**src/rtl/tlatch_bank_ctrl.sv**
```systemverilog
// tlatch_bank_ctrl: sequencing controller for a bank of toggle-only T latches.
// A command becomes a toggle mask (target ^ q). The controller fires one
// single-cycle shared enable pulse, holds t for one cycle and then waits for
// the cells to settle.
// Build option TLATCH_CTRL_VERIFY_EN compiles in the readback check and the
// retry loop. Without it, SETTLE goes straight to DONE and rsp_data reports
// the target.
//
// state  | meaning
// -------+------------------------------------------------------------
// IDLE   | ready for a command
// SETUP  | sample lat_q, fix the target on first entry, compute the mask
// PULSE  | lat_en high for one cycle, lat_t = mask
// HOLD   | lat_en low, lat_t still held (t hold time)
// SETTLE | lat_t cleared, count SETTLE_CYC cycles
// CHECK  | compare readback to the target, then retry or flag an error
// DONE   | one-cycle response
module tlatch_bank_ctrl #(
    parameter int unsigned WIDTH      = 8,
    parameter int unsigned SETTLE_CYC = 2,
    parameter int unsigned MAX_RETRY  = 3
) (
    input  logic             clk_i,
    input  logic             rst_n_i,
    input  logic             cmd_valid_i,
    output logic             cmd_ready_o,
    input  logic [1:0]       cmd_op_i,
    input  logic [WIDTH-1:0] cmd_data_i,
    output logic             rsp_valid_o,
    output logic [WIDTH-1:0] rsp_data_o,
    output logic             rsp_err_o,
    output logic [WIDTH-1:0] lat_t_o,
    output logic             lat_en_o,
    input  logic [WIDTH-1:0] lat_q_i
);

    localparam logic [2:0] S_IDLE   = 3'd0;
    localparam logic [2:0] S_SETUP  = 3'd1;
    localparam logic [2:0] S_PULSE  = 3'd2;
    localparam logic [2:0] S_HOLD   = 3'd3;
    localparam logic [2:0] S_SETTLE = 3'd4;
    localparam logic [2:0] S_CHECK  = 3'd5;
    localparam logic [2:0] S_DONE   = 3'd6;

    localparam logic [1:0] OP_LOAD = 2'b00;
    localparam logic [1:0] OP_INC  = 2'b01;
    localparam logic [1:0] OP_DEC  = 2'b10;
    localparam logic [1:0] OP_TGL  = 2'b11;

    localparam int CW = $clog2(SETTLE_CYC + 1);

    logic [2:0]       state_q, state_d;
    logic [1:0]       op_q, op_d;
    logic [WIDTH-1:0] data_q, data_d;
    logic [WIDTH-1:0] target_q, target_d;
    logic             first_q, first_d;
    logic [CW-1:0]    cnt_q, cnt_d;
    logic             cmd_ready_q, rsp_valid_q, lat_en_q;
    logic [WIDTH-1:0] rsp_data_q, rsp_data_d;
    logic [WIDTH-1:0] lat_t_q, lat_t_d;
    logic [WIDTH-1:0] calc, tgt_now, mask;

`ifdef TLATCH_CTRL_VERIFY_EN
    localparam int RW = (MAX_RETRY > 0) ? $clog2(MAX_RETRY + 1) : 1;
    logic [RW-1:0] retry_q, retry_d;
    logic          err_q, err_d;
    logic          rsp_err_q;
`else
    logic unused_max_retry;
    assign unused_max_retry = (MAX_RETRY == 0);
`endif

    // Next-state and datapath decisions; outputs are registered from state_d.
    always_comb begin
        state_d    = state_q;
        op_d       = op_q;
        data_d     = data_q;
        target_d   = target_q;
        first_d    = first_q;
        cnt_d      = cnt_q;
        rsp_data_d = rsp_data_q;
        lat_t_d    = lat_t_q;
`ifdef TLATCH_CTRL_VERIFY_EN
        retry_d    = retry_q;
        err_d      = err_q;
`endif
        calc = data_q;
        case (op_q)
            OP_LOAD: calc = data_q;
            OP_INC:  calc = lat_q_i + 1'b1;
            OP_DEC:  calc = lat_q_i - 1'b1;
            OP_TGL:  calc = lat_q_i ^ data_q;
        endcase
        // On a retry the target stays fixed; only the mask is recomputed.
        tgt_now = first_q ? calc : target_q;
        mask    = tgt_now ^ lat_q_i;

        case (state_q)
            S_IDLE: begin
                if (cmd_valid_i && cmd_ready_q) begin
                    op_d    = cmd_op_i;
                    data_d  = cmd_data_i;
                    first_d = 1'b1;
                    state_d = S_SETUP;
                end
            end
            S_SETUP: begin
                target_d = tgt_now;
                first_d  = 1'b0;
                if (mask == '0) begin
`ifdef TLATCH_CTRL_VERIFY_EN
                    rsp_data_d = lat_q_i;
`else
                    rsp_data_d = tgt_now;
`endif
                    state_d = S_DONE;
                end else begin
                    lat_t_d = mask;
                    state_d = S_PULSE;
                end
            end
            S_PULSE: state_d = S_HOLD;
            S_HOLD: begin
                lat_t_d = '0;
                cnt_d   = CW'(SETTLE_CYC - 1);
                state_d = S_SETTLE;
            end
            S_SETTLE: begin
                if (cnt_q == '0) begin
`ifdef TLATCH_CTRL_VERIFY_EN
                    state_d = S_CHECK;
`else
                    rsp_data_d = target_q;
                    state_d    = S_DONE;
`endif
                end else begin
                    cnt_d = cnt_q - 1'b1;
                end
            end
`ifdef TLATCH_CTRL_VERIFY_EN
            S_CHECK: begin
                if (lat_q_i == target_q) begin
                    rsp_data_d = lat_q_i;
                    state_d    = S_DONE;
                end else if (32'(retry_q) < MAX_RETRY) begin
                    retry_d = retry_q + 1'b1;
                    state_d = S_SETUP;
                end else begin
                    err_d      = 1'b1;
                    rsp_data_d = lat_q_i;
                    state_d    = S_DONE;
                end
            end
`endif
            S_DONE: begin
`ifdef TLATCH_CTRL_VERIFY_EN
                retry_d = '0;
                err_d   = 1'b0;
`endif
                state_d = S_IDLE;
            end
            default: state_d = S_IDLE;
        endcase
    end

    // State and registered outputs; reset abandons any operation in flight.
    always_ff @(posedge clk_i) begin
        if (!rst_n_i) begin
            state_q     <= S_IDLE;
            op_q        <= OP_LOAD;
            data_q      <= '0;
            target_q    <= '0;
            first_q     <= 1'b0;
            cnt_q       <= '0;
            cmd_ready_q <= 1'b0;
            rsp_valid_q <= 1'b0;
            rsp_data_q  <= '0;
            lat_t_q     <= '0;
            lat_en_q    <= 1'b0;
`ifdef TLATCH_CTRL_VERIFY_EN
            retry_q     <= '0;
            err_q       <= 1'b0;
            rsp_err_q   <= 1'b0;
`endif
        end else begin
            state_q     <= state_d;
            op_q        <= op_d;
            data_q      <= data_d;
            target_q    <= target_d;
            first_q     <= first_d;
            cnt_q       <= cnt_d;
            cmd_ready_q <= (state_d == S_IDLE);
            rsp_valid_q <= (state_d == S_DONE);
            rsp_data_q  <= rsp_data_d;
            lat_t_q     <= lat_t_d;
            lat_en_q    <= (state_d == S_PULSE);
`ifdef TLATCH_CTRL_VERIFY_EN
            retry_q     <= retry_d;
            err_q       <= err_d;
            rsp_err_q   <= (state_d == S_DONE) && err_d;
`endif
        end
    end

    assign cmd_ready_o = cmd_ready_q;
    assign rsp_valid_o = rsp_valid_q;
    assign rsp_data_o  = rsp_data_q;
    assign lat_t_o     = lat_t_q;
    assign lat_en_o    = lat_en_q;
`ifdef TLATCH_CTRL_VERIFY_EN
    assign rsp_err_o   = rsp_err_q;
`else
    assign rsp_err_o   = 1'b0;
`endif

endmodule
```
**config.mk**
```make
export PLATFORM = sky130hd
export DESIGN_NAME = tlatch_bank_ctrl
export DESIGN_NICKNAME = d
export VERILOG_FILES = /design/src/rtl/tlatch_bank_ctrl.sv
export SDC_FILE = /design/constraint.sdc
export NUM_CORES = 1
export LEC_CHECK = 0
export ABC_AREA = 1
export CAP_MARGIN = 10
export CORE_UTILIZATION = 55
export DETAILED_ROUTE_END_ITERATION = 8
export PLACE_DENSITY = 0.81
export RECOVER_POWER = 100
export REMOVE_ABC_BUFFERS = 1
export SLEW_MARGIN = 20
export SYNTH_ARGS = -nofsm -noshare
export SYNTH_HDL_FRONTEND = slang
export SYNTH_SLANG_ARGS = --single-unit
```
**constraint.sdc**
```tcl
create_clock -name clk_i -period 4.1 [get_ports clk_i]
set_clock_uncertainty 0.05 [all_clocks]
set_input_delay 1.23 -clock clk_i [delete_from_list [all_inputs] [get_ports clk_i]]
set_output_delay 1.23 -clock clk_i [all_outputs]
set_load 0.03 [all_outputs]
```
# After elaboration in Yosys (flattened, before gate mapping)
# Cells that the tools add are included.
# Widths: inputs -> output; s select.
word_totals:
  ff_bits: 43
classes:
  n_eq_ne: 14
  bitwise_logic: 2
  mux: 15
  n_reduce_logical: 15
  add_sub_neg: 3
ops:
  columns: ["op", "n"]
  rows:
  - ["$mux 8", 4]
  - ["$pmux 8 s2", 2]
  - ["$pmux 8 s4", 1]
  - ["$xor 8x8->8", 2]
  - ["$pmux 3 s5", 1]
  - ["$ne 2x2->1 const B", 5]
  - ["$eq 3x2->1 const B", 3]
  - ["$mux 3", 3]
  - ["$add 8x1->8 const B", 1]
  - ["$logic_not 8->1", 1]
  - ["$reduce_and 2->1", 4]
  - ["$reduce_bool 2->1", 4]
  - ["$sub 8x1->8 const B", 1]
  - ["$eq 3x3->1 const B", 2]
  - ["$logic_not 3->1", 2]
  - ["$eq 2x2->1 const B", 2]
  - ["$logic_not 2->1", 2]
  - ["$pmux 2 s2", 1]
  - ["$eq 3x1->1 const B", 1]
  - ["$reduce_and 3->1", 1]
  - ["$eq 2x1->1 const B", 1]
  - ["$mux 2", 1]
  - ["$pmux 1 s2", 1]
  - ["$sub 2x1->2 const B", 1]
  - ["2 further kinds", 2]

# Logic depth before layout (Yosys ltp)
depth:
  word_depth: 8
  mapped_depth: 25
  depth_no_buf: 25

# Least setup slack after synthesis
# No wires, ideal clock.
synth_path:
  path_type: "input port to flip-flop"
  from: "input lat_q_i[1]"
  to: "register rsp_data_q[3], in the netlist rsp_data_o[3]"
  path_slack_ns: 0.739
  required_ns: 3.935
  arrival_ns: 3.196
  path_stages: 22
  path_cell_list: "buf_2 -> nand2_1 -> inv_1 -> nor2_1 -> ha_1 -> nand2_1 -> nand2_1 -> nand2_1 -> nand3_1 -> nand2_1 -> nand2_1 -> nand2_1 -> nand2_1 -> nor2_2 -> nand3_1 -> nor2_2 -> nand4_4 -> nand2_4 -> buf_6 -> nand3b_1 -> nand2_1 -> nor2_1"
synth_between:
  elab_chain_cells: 7
  word_cells_on_any_way: 11
synth_lines:
  columns: ["element", "line", "text"]
  rows:
  - ["from (decl)", "34", "input logic [WIDTH-1:0] lat_q_i"]
  - ["$sub 8x1->8 (tied with other cells)", "91", "OP_DEC: calc = lat_q_i - 1'b1;"]
  - ["$pmux 8 s4", "88", "case (op_q)"]
  - ["$mux 8", "95", "tgt_now = first_q ? calc : target_q;"]
  - ["$xor 8x8->8", "96", "mask = tgt_now ^ lat_q_i;"]
  - ["$logic_not 8->1", "110", "if (mask == '0) begin"]
  - ["$ne 2x2->1 (no source line)", null, null]
  - ["$reduce_and 3->1 (no source line)", null, null]
  - ["to (signal assigned)", "194", "rsp_data_q <= rsp_data_d;"]
  - ["to (decl)", "59", "logic [WIDTH-1:0] rsp_data_q, rsp_data_d;"]
# Parallel ways exist; a longest one is shown, timed or not. The select of a mux whose other input is x is not followed.
# A chain may end at the register's enable or synchronous reset.

# Worst setup path in the final report
layout_path:
  from: "input lat_q_i[2]"
  to: "register rsp_data_q[1], in the netlist rsp_data_o[1]"
layout_between:
  elab_chain_cells: 7
  word_cells_on_any_way: 9
layout_lines:
  columns: ["element", "line"]
  rows:
  - ["$sub 8x1->8 (tied with other cells)", "91"]
  - ["$pmux 8 s4", "88"]
  - ["$mux 8", "95"]
  - ["$xor 8x8->8 *", "96"]
  - ["$logic_not 8->1 *", "110"]
  - ["$ne 2x2->1 (no source line) *", null]
  - ["$reduce_and 3->1 (no source line) *", null]
# Every way passes the cells marked *; elsewhere a longest branch is shown, timed or not.

==> out/metrics.yaml <==
setup_path:
  crit_type: "in2reg"
  cp_slowest_cell: "dlygate4sd3_1"
  reg2reg_slack_ps: 780
  critPathLaunchType: "input pin"
  r2r-start: "op_q[0]$_SDFFE_PN0P_"
  crit_end: "rsp_data_o[1]$_SDFFE_PN0P_"
  cp.arrival_ps: 3970
  reg2reg_to: "rsp_data_o[1]$_SDFFE_PN0P_"
  cpMostUsedCell: "nand2_1"
  startpoint: "lat_q_i[2]"
  r2r_cells: 20
  crit_chain: "dlygate4sd3_1 > inv_1 > nand2_1 > nand2_2 > nor2_1 > nand3_1 > nand3b_1 > nand3_1 > nand2_1 > nand2_1 > nand2_1 > nand2_1 > nand2_1 > nand4_4 > nand2_4 > nand2_2 > nand2_1 > nand2_1 > nor2_1"
  path_max_fanout: 21
  crit_required_ps: 4300
  crit_path_max_incr_delay_ps: 750
  end_kind: "register"
clock_network:
  cts_hold_buf: 0
  clk_latency_ps: 310
  clockRootBuffer: "clkbuf_8"
  postCtsSetupRepairBufs: 0
  htree_levels: 2
  cts_tree: "done"
  clk_pin_slew_worst_paths_ps: 90
  cts_buffer_depth: 2
  numCtsBuffers: 5
  cts.sinks: 43
  cts_resized: 0
outcome:
  status: "finished clean"
detailed_routing:
  met2_length_um: 3190
  top_layer: "met4"
  wl_um: 6830
  dr_total_vias: 2938
  wl_per_cell_um: 12.4
  dr.pass1.iters: 5
  ant_nets: 0
  vias_per_cell: 5.34
  drc: 0
  wl_met3_um: 393
  drt-met1-wl_um: 3180
  first_iter_violations: 151
placement:
  placed_cells_incl_taps: 542
  place_ws_ps: 48.0
  dpl.hpwl_um: 5130
  portBuffers: 39
  place.gp.congestion: 0.900
logic_synthesis:
  synth_top_area_share_pct: 31.0
  yosysSeqAreaShare_pct: 31.0
  syn_inst: 448
  ys.flop_type: "dfxtp_1"
  synth_edf_count: 0
  avgSynthCellArea_sq_um: 6.19
  syn_area_sq_mm: 0.00278
  ys_ff_latch: 43
  async_flop_share_pct: 0
  synth.area.top_cells: "dfxtp_1, nand2_1, a21oi_1"
  yosysUniqueCellTypes: 31
  ys_warn_count: 0
  synth_top_area_cell: "dfxtp_1"
  yosysMostFrequentCell: "nand2_1"
  synthTopCellsByCount: "nand2_1, nor2_1, inv_1"
timing:
  worst_slew_pin_slew_ps: 904
  drv_slew: 0
  fmax_mhz: 265
  rsz0062_at_grt: "false"
  setup-tns-final_ps: 0
  hold_violations: 0
  layout_min_cycle_time_ps: 3770
  relSlewSlack_pct: 39.5
  fin_crit_sh_pct: 91.9
  layout_setup_ws_ps: 333
  setup_viol: 0
finish:
  final_cells: 550
  num-fill-cells: 450
  n_antenna_cell: 0
  final_layout_size_suffix_gt1_share_pct: 8.70
  layout.nets: 510
  layout.area.seq_sq_um: 861
  area_growth_pct: 18.3
  multi_input_area_sq_mm: 0.00161
floorplan:
  fp.dieH_um: 73.0
  die_area_sq_mm: 0.00533
  core_area_sq_mm: 0.00479
  io-pin-count: 41
  fp-row-count: 25
  fp.dieW_um: 73.0
  start_util_pct: 58.0
grt:
  overflow: 0
  grt_pass1_wl_um: 11500
  grt.total_usage_pct: 27.9
  grt_max_degree: 28
  grt_pass1_vias: 2617
  antenna_found_initial: 0
power_and_ir_drop:
  leakage_nw: 1.54
  total_power_mw: 1.74
  ir_drop_v: 0.000359
  powerDensity_mw_per_mm2: 529
min_path:
  holdCritPathClass: "reg2reg"
job:
  cap_violations: 0
-- how the worst min path moves through the flow --
stage / start / to / slack, ps / cells after the start
final: cnt_q[1]$_SDFFE_PN0P_ / cnt_q[1]$_SDFFE_PN0P_ / 430 / 2
after global placement: cnt_q[1]$_SDFFE_PN0P_ / cnt_q[1]$_SDFFE_PN0P_ / 400 / 2
after floorplan: cnt_q[1]$_SDFFE_PN0P_ / cnt_q[1]$_SDFFE_PN0P_ / 390 / 2
after global routing: rsp_data_o[3]$_SDFFE_PN0P_ / rsp_data_o[3]$_SDFFE_PN0P_ / 460 / 2
after CTS: data_q[1]$_SDFFE_PN0P_ / data_q[1]$_SDFFE_PN0P_ / 430 / 2
after detailed placement: data_q[1]$_SDFFE_PN0P_ / data_q[1]$_SDFFE_PN0P_ / 420 / 2
-- power breakdown --
group	switching, mW	internal [mW]	total, mW
clock network	0.149	0.153	0.302
logic	0.549	0.307	0.856
registers	0.0642	0.516	0.581
total	0.762	0.976	1.74
-- cell families after synthesis --
group                    share of synthesized area (%)
buffers and inverters                             10.5
adder cells (fa/ha/maj)                           3.16
other                                            0.135
AND/OR/NAND/NOR                                   40.0
XOR/XNOR                                         0.316
flip-flops                                        31.0
AO/OA/AOI/OAI                                     14.8
-- per-stage QoR --
| step | hold slack, ps | utilization, % | instance area, sq um |
|---|---|---|---|
| 2_1_floorplan | 389 | - | 2660 |
| 3_3_place_gp | 399 | 66.8 | 3200 |
| 3_5_place_dp | 419 | 66.8 | 3200 |
| 4_1_cts | 432 | 69.0 | 3300 |
| 5_1_grt | 458 | 68.6 | 3280 |
| 6_report | 428 | 68.6 | 3280 |
-- critical path: cells and delay by family --
family	cells	cell delay [ps]
and+or+nand+nor	17	1830
buffers and inverters	2	890
-- flip-flops by register name (all words and copies together), names as in the netlist --
| signal | cells |
|---|---|
| cmd_ready_o | 1 |
| cnt_q | 2 |
| data_q | 8 |
| first_q | 1 |
| lat_en_o | 1 |
| lat_t_o | 8 |
| op_q | 2 |
| rsp_data_o | 8 |
| rsp_valid_o | 1 |
| state_q | 3 |
| target_q | 8 |
-- layer usage --
metal | up-vias | GRT usage (%)
li1 | 1499 | -
met1 | 1351 | 38.4
met2 | 81 | 45.1
met3 | 7 | 4.14
met4 | 0 | 8.50
met5 | - | 0
-- placed cells by master, fill, tap and decap left out, types with 2 or more instances in the layout --
| cell type | synthesis | routed |
|---|---|---|
| clkbuf_1 | 9 | 2 |
| o21ai_0 | 34 | 34 |
| dfxtp_1 | 43 | 43 |
| nor2_1 | 57 | 57 |
| buf_4 | 2 | 6 |
| a21oi_1 | 43 | 43 |
| nand3_2 | 2 | 2 |
| or2_2 | 5 | 5 |
| dlygate4sd3_1 | 0 | 22 |
| nand3b_1 | 5 | 5 |
| nand2_2 | 16 | 12 |
| inv_2 | 3 | 3 |
| nand4_1 | 2 | 2 |
| nand2_1 | 110 | 114 |
| ha_1 | 7 | 7 |
| clkdlybuf4s50_1 | 0 | 17 |
| clkbuf_8 | 0 | 7 |
| nand3_1 | 43 | 43 |
| inv_1 | 45 | 45 |
| nor2_2 | 2 | 2 |
-- final cells by class --
| type | instances | area share, % |
|---|---|---|
| multi-input cells | 337 | 49.1 |
| inverters | 48 | 5.49 |
| flip-flops and latches | 43 | 26.2 |
| clock buffers | 7 | 2.93 |
| clock inverters | 1 | 0.229 |
| well taps | 67 | 2.55 |
| repair buffers | 47 | 13.5 |
Power figures use the tool's default switching activity.
